==> config.mk <==
export PLATFORM = sky130hd
export DESIGN_NAME = inv_rotate
export DESIGN_NICKNAME = d
export VERILOG_FILES = /design/src/rtl/inv_rotate.sv
export SDC_FILE = /design/constraint.sdc
export NUM_CORES = 2
export LEC_CHECK = 0
export CAP_MARGIN = 25
export CORE_ASPECT_RATIO = 2
export CORE_MARGIN = 3
export CORE_UTILIZATION = 50
export DETAILED_ROUTE_END_ITERATION = 6
export DONT_BUFFER_PORTS = 1
export MAX_ROUTING_LAYER = met4
export SLEW_MARGIN = 20
export SYNTH_ARGS = -nofsm -noshare
export SYNTH_HDL_FRONTEND = slang
export SYNTH_SLANG_ARGS = --single-unit
==> constraint.sdc <==
create_clock -name clk -period 5.2 [get_ports clk]
set_input_delay 1.04 -clock clk [delete_from_list [all_inputs] [get_ports clk]]
set_output_delay 1.04 -clock clk [all_outputs]
set_load 0.02 [all_outputs]
==> src/rtl/inv_rotate.sv <==
// inv_rotate: inverse of the rho+pi step of the matrix encoder permutation,
// used on the decode path.
//
// Collects one full 25x64 state, delivered one 25-bit slice per transfer
// in ascending z. It then streams the restored state out, again slice by
// slice in ascending z. Each restored lane is read from its pi source lane,
// with the rho rotation undone. The output is a pure mux on the buffer and
// ecnt, so there is no extra latency.
//
// Ports:
//   clk        system clock
//   rst        synchronous, active-high reset
//   in_slice   input slice, bit l = lane l = x+5*y
//   in_valid   in_slice valid
//   in_ready   block accepts a slice this cycle (high in LOAD)
//   out_slice  restored slice, bit l = lane x+5*y
//   out_valid  out_slice valid (high in EMIT)
//   out_ready  consumer accepts out_slice this cycle
//   out_z      slice index of out_slice
//   done       one-cycle pulse after the last output slice transfers
//
// state | meaning
// LOAD  | accepting input slices into the buffer, lcnt = next slice index
// EMIT  | presenting restored slice ecnt to the consumer

module inv_rotate (
  input  logic        clk,
  input  logic        rst,
  input  logic [24:0] in_slice,
  input  logic        in_valid,
  output logic        in_ready,
  output logic [24:0] out_slice,
  output logic        out_valid,
  input  logic        out_ready,
  output logic [5:0]  out_z,
  output logic        done
);

  typedef enum logic {LOAD = 1'b0, EMIT = 1'b1} state_t;

  // Rho rotation amount of each lane l = x+5*y.
  localparam logic [5:0] ROT [25] = '{
    6'd0,  6'd1,  6'd62, 6'd28, 6'd27,
    6'd36, 6'd44, 6'd6,  6'd55, 6'd20,
    6'd3,  6'd10, 6'd43, 6'd25, 6'd39,
    6'd41, 6'd45, 6'd15, 6'd21, 6'd8,
    6'd18, 6'd2,  6'd61, 6'd56, 6'd14
  };

  // Pi source lane of output lane x+5*y: y + 5*((2x+3y) mod 5).
  localparam logic [4:0] PS [25] = '{
    5'd0,  5'd10, 5'd20, 5'd5,  5'd15,
    5'd16, 5'd1,  5'd11, 5'd21, 5'd6,
    5'd7,  5'd17, 5'd2,  5'd12, 5'd22,
    5'd23, 5'd8,  5'd18, 5'd3,  5'd13,
    5'd14, 5'd24, 5'd9,  5'd19, 5'd4
  };

  state_t      state, state_nxt;
  logic [5:0]  lcnt, lcnt_nxt;
  logic [5:0]  ecnt, ecnt_nxt;
  logic        done_nxt;
  logic        load_fire;
  logic [24:0] slice_buf [64];

  assign in_ready  = (state == LOAD);
  assign out_valid = (state == EMIT);
  assign out_z     = ecnt;
  assign load_fire = in_ready & in_valid;

  always_ff @(posedge clk) begin
    if (rst) begin
      state <= LOAD;
      lcnt  <= 6'd0;
      ecnt  <= 6'd0;
      done  <= 1'b0;
    end else begin
      state <= state_nxt;
      lcnt  <= lcnt_nxt;
      ecnt  <= ecnt_nxt;
      done  <= done_nxt;
    end
  end

  // The buffer holds no reset value. Reset returns to LOAD, so the buffer
  // is always completely rewritten before EMIT reads it.
  always_ff @(posedge clk) begin
    if (load_fire && !rst) begin
      slice_buf[lcnt] <= in_slice;
    end
  end

  always_comb begin
    state_nxt = state;
    lcnt_nxt  = lcnt;
    ecnt_nxt  = ecnt;
    done_nxt  = 1'b0;
    case (state)
      LOAD: begin
        if (in_valid) begin
          // lcnt wraps from 63 to 0 on the final slice, ready for the next state.
          lcnt_nxt = lcnt + 6'd1;
          if (lcnt == 6'd63) begin
            state_nxt = EMIT;
            ecnt_nxt  = 6'd0;
          end
        end
      end
      EMIT: begin
        if (out_ready) begin
          ecnt_nxt = ecnt + 6'd1;
          if (ecnt == 6'd63) begin
            state_nxt = LOAD;
            done_nxt  = 1'b1;
          end
        end
      end
      default: begin
        state_nxt = LOAD;
      end
    endcase
  end

  // Undoing a left rotation by R reads slice z+R. The 6-bit sum wraps mod 64.
  for (genvar l = 0; l < 25; l++) begin : g_lane
    assign out_slice[l] = slice_buf[ecnt + ROT[l]][PS[l]];
  end

endmodule

==> metrics.txt <==
Total GRT Usage=28.7%; DRT antenna net count=0; Sw Share=18.9%; Synth async-reset ratio=0%; CP arrival=4.06 ns; Post-DP Area=66400 um2; Clock Path Buffers=3; R2R depth=5; worst rel slew slack=30.0%; Worst setup startpoint=out_z[3]; vias in the first global route=31131; Post-DP HPWL=108 mm; flops & latches, synth=1620; Setup TNS Final=0 ns; vias per cell=6.42; min-delay src=rst; global placement routability congestion=0.932; Syn. warnings=0; FMAX=196 MHz; first-pass GRT wire length=248 mm; Hold Fails Final Rpt=0; die area=130000 um2; GRT busiest layer=met2; FF-to-FF End=slice_buf[9][3]; worst skew pair latency=0.76 ns; Mapped Cells=2688; initial drt markers=3144; internal power=0.0201 W; worst vdd ir=0.333 mV; Worst setup EP type=primary output; commonest non-fill, non-tap cell in the layout=edfxtp_1; Min-Delay Path Class=input pin to register; Data required, critical path=4.16 ns; period utilisation layout=98.1%; Post-synth top flop=edfxtp_1; initial core utilization=50.4%; PwrDens=349 nW/um2; # DRC=0; status=finished, final reports clean; sw power=0.00470 W; Final setup violation count=0; register area share after synthesis=77.2%; share of cells above drive strength 1=32.1%; number of port buffers=0; hold depth=1; total grt overflow=0; average wire per standard cell=38.3 um; CTS tree=done; Die Ht=507 um; r2r setup slk=1.11 ns; Distinct cells, synth=49; initial antenna violation count=5; RSZ-0062 raised after global routing=false; worst slew pin tran=1.04 ns; min setup slack post-route=0.101 ns; grt met1 use=31.8%; via count=29845; Top Ports=63; placed cell count=4375; Slew Limit Fails=0; Final Util=57.1%; TritonCTS Buffers=139; Endpoint, Worst Hold=lcnt[5]; Root Buffer=clkbuf_16; sequential share of power=57.8%; width of the chip=257 um; WL final=178 mm; nets=2921; area added between synthesis and finish=13.3%; Clock Power Share=42.0%; row count=183; critical path class=register to primary output; leak pwr=21.3 nW; Post-synth EDFFs=1600; CP Launch Type=register; M3 GR Usage=5.01%; Final Non-Filler Cells=4647; Syn Area/Cell=23.4 um2; max-capacitance violation count=0; most frequent cells in the layout=edfxtp_1 (1600), mux4_2 (476), clkbuf_16 (144); largest net degree at the start of global routing=98; DP Worst Slack=0.535 ns; final instance area=71100 um2; First-pass DRT Iterations=5; Final min period=5.10 ns; crit path max fanout=10; syn_nets=2738; clock sinks=1620; clock transition at the registers of the reported paths=0.07 ns; Core Area=125000 um2; Combinational Power Share=0.2%; Worst R2R Start=out_valid; GRT met2 Usage=49.6%; htree depth=4; Post-Syn Area=62800 um2; Worst Skew=0.0198 ns
==> stage by stage <==
stage               hold WS [ns]  power (W)
finish                     0.344     0.0248
global route               0.312     0.0255
CTS                        0.298     0.0250
detailed placement         0.595     0.0147
global placement           0.572     0.0147
floorplan                  0.542     0.0147
==> Yosys cell counts (all sizes together), types with 3 or more instances <==
master | n | share of area (%)
nor2 | 95 | 0.57
nand3 | 5 | 0.040
inv | 12 | 0.072
buf | 88 | 0.81
o21ai | 12 | 0.096
a311oi | 6 | 0.084
a211oi | 30 | 0.36
nand3b | 4 | 0.048
and2 | 11 | 0.11
nand4 | 3 | 0.030
xor2 | 13 | 0.18
nand2 | 60 | 0.36
mux2 | 10 | 0.18
a31oi | 11 | 0.11
xnor2 | 39 | 0.57
edfxtp | 1600 | 77
nor2b | 21 | 0.21
clkbuf | 47 | 0.28
ha | 21 | 0.42
mux4 | 477 | 17
a21oi | 40 | 0.32
mux2i | 34 | 0.54
dfxtp | 20 | 0.64
==> registers in the layout (all words and copies together) (netlist names), named ones only <==
register   flops
slice_buf   1600
out_z          6
lcnt           6
done           1
out_valid      1
==> layout make-up <==
class | count | area, um2
Timing Repair Buffer | 177 | 1790
Antenna cell | 2 | 5.00
Tap cell | 1665 | 2080
Clock inverter | 82 | 766
Sequential cell | 1620 | 48500
Fill cell | 9106 | 53400
Inverter | 12 | 48.8
Clock buffer | 168 | 3730
Multi-Input combinational cell | 921 | 14200
==> worst max path at each step <==
stage                    endpoint  slack (ns)  depth (start not counted)
finish              out_slice[22]        0.10                         10
global route         out_slice[2]      0.0007                          9
CTS                 out_slice[18]       0.008                         10
detailed placement   out_slice[1]        0.54                          9
global placement    out_slice[21]        0.50                          9
floorplan           out_slice[18]        0.45                         12
==> critical path: stages, from the launching register on <==
cell and delay, ns:
dfxtp_1 0.41, inv_1 0.46, ha_1 0.48, nor2b_1 0.24, xnor2_1 0.19, buf_4 0.27
mux4_2 0.52, mux2_2 0.30, nand2_1 0.07, o21ai_1 0.10, buf_4 0.22
==> kinds of logic after synthesis <==
kind of cell    Yosys count  synth area share (%)
fa+ha+maj                21                 0.418
mux                     521                  17.8
simple gates            210                  1.48
compound gates          117                  1.20
flops                  1620                  77.2
buf+inv                 147                  1.16
xor+xnor                 52                 0.749
==> timing repair <==
item | in CTS | in global routing
endpoints found under the hold margin | 0 | 0
setup endpoints to repair | 14 | 9
pin swaps | 2 | 0
setup buffers | 18 | 1
gates cloned | 1 | 0
hold buffers | 0 | 0
gates resized for setup | 9 | 5
==> routing by layer <==
| layer | share of wire, % | routed length, um |
|---|---|---|
| met1 | 33 | 59100 |
| met2 | 54 | 95800 |
| met3 | 6.3 | 11100 |
| met4 | 6.6 | 11800 |
| met5 | 0 | 0 |
==> power groups by stage <==
stage | registers [W] | clock network (W) | logic [W]
global route | 0.0143 | 0.0111 | 0.0000608
CTS | 0.0144 | 0.0106 | 0.0000596
global placement | 0.0146 | 0 | 0.0000578
detailed placement | 0.0146 | 0 | 0.0000590
finish | 0.0144 | 0.0104 | 0.0000595
floorplan | 0.0147 | 0 | 0.0000288
Power figures use the tool's default switching activity.
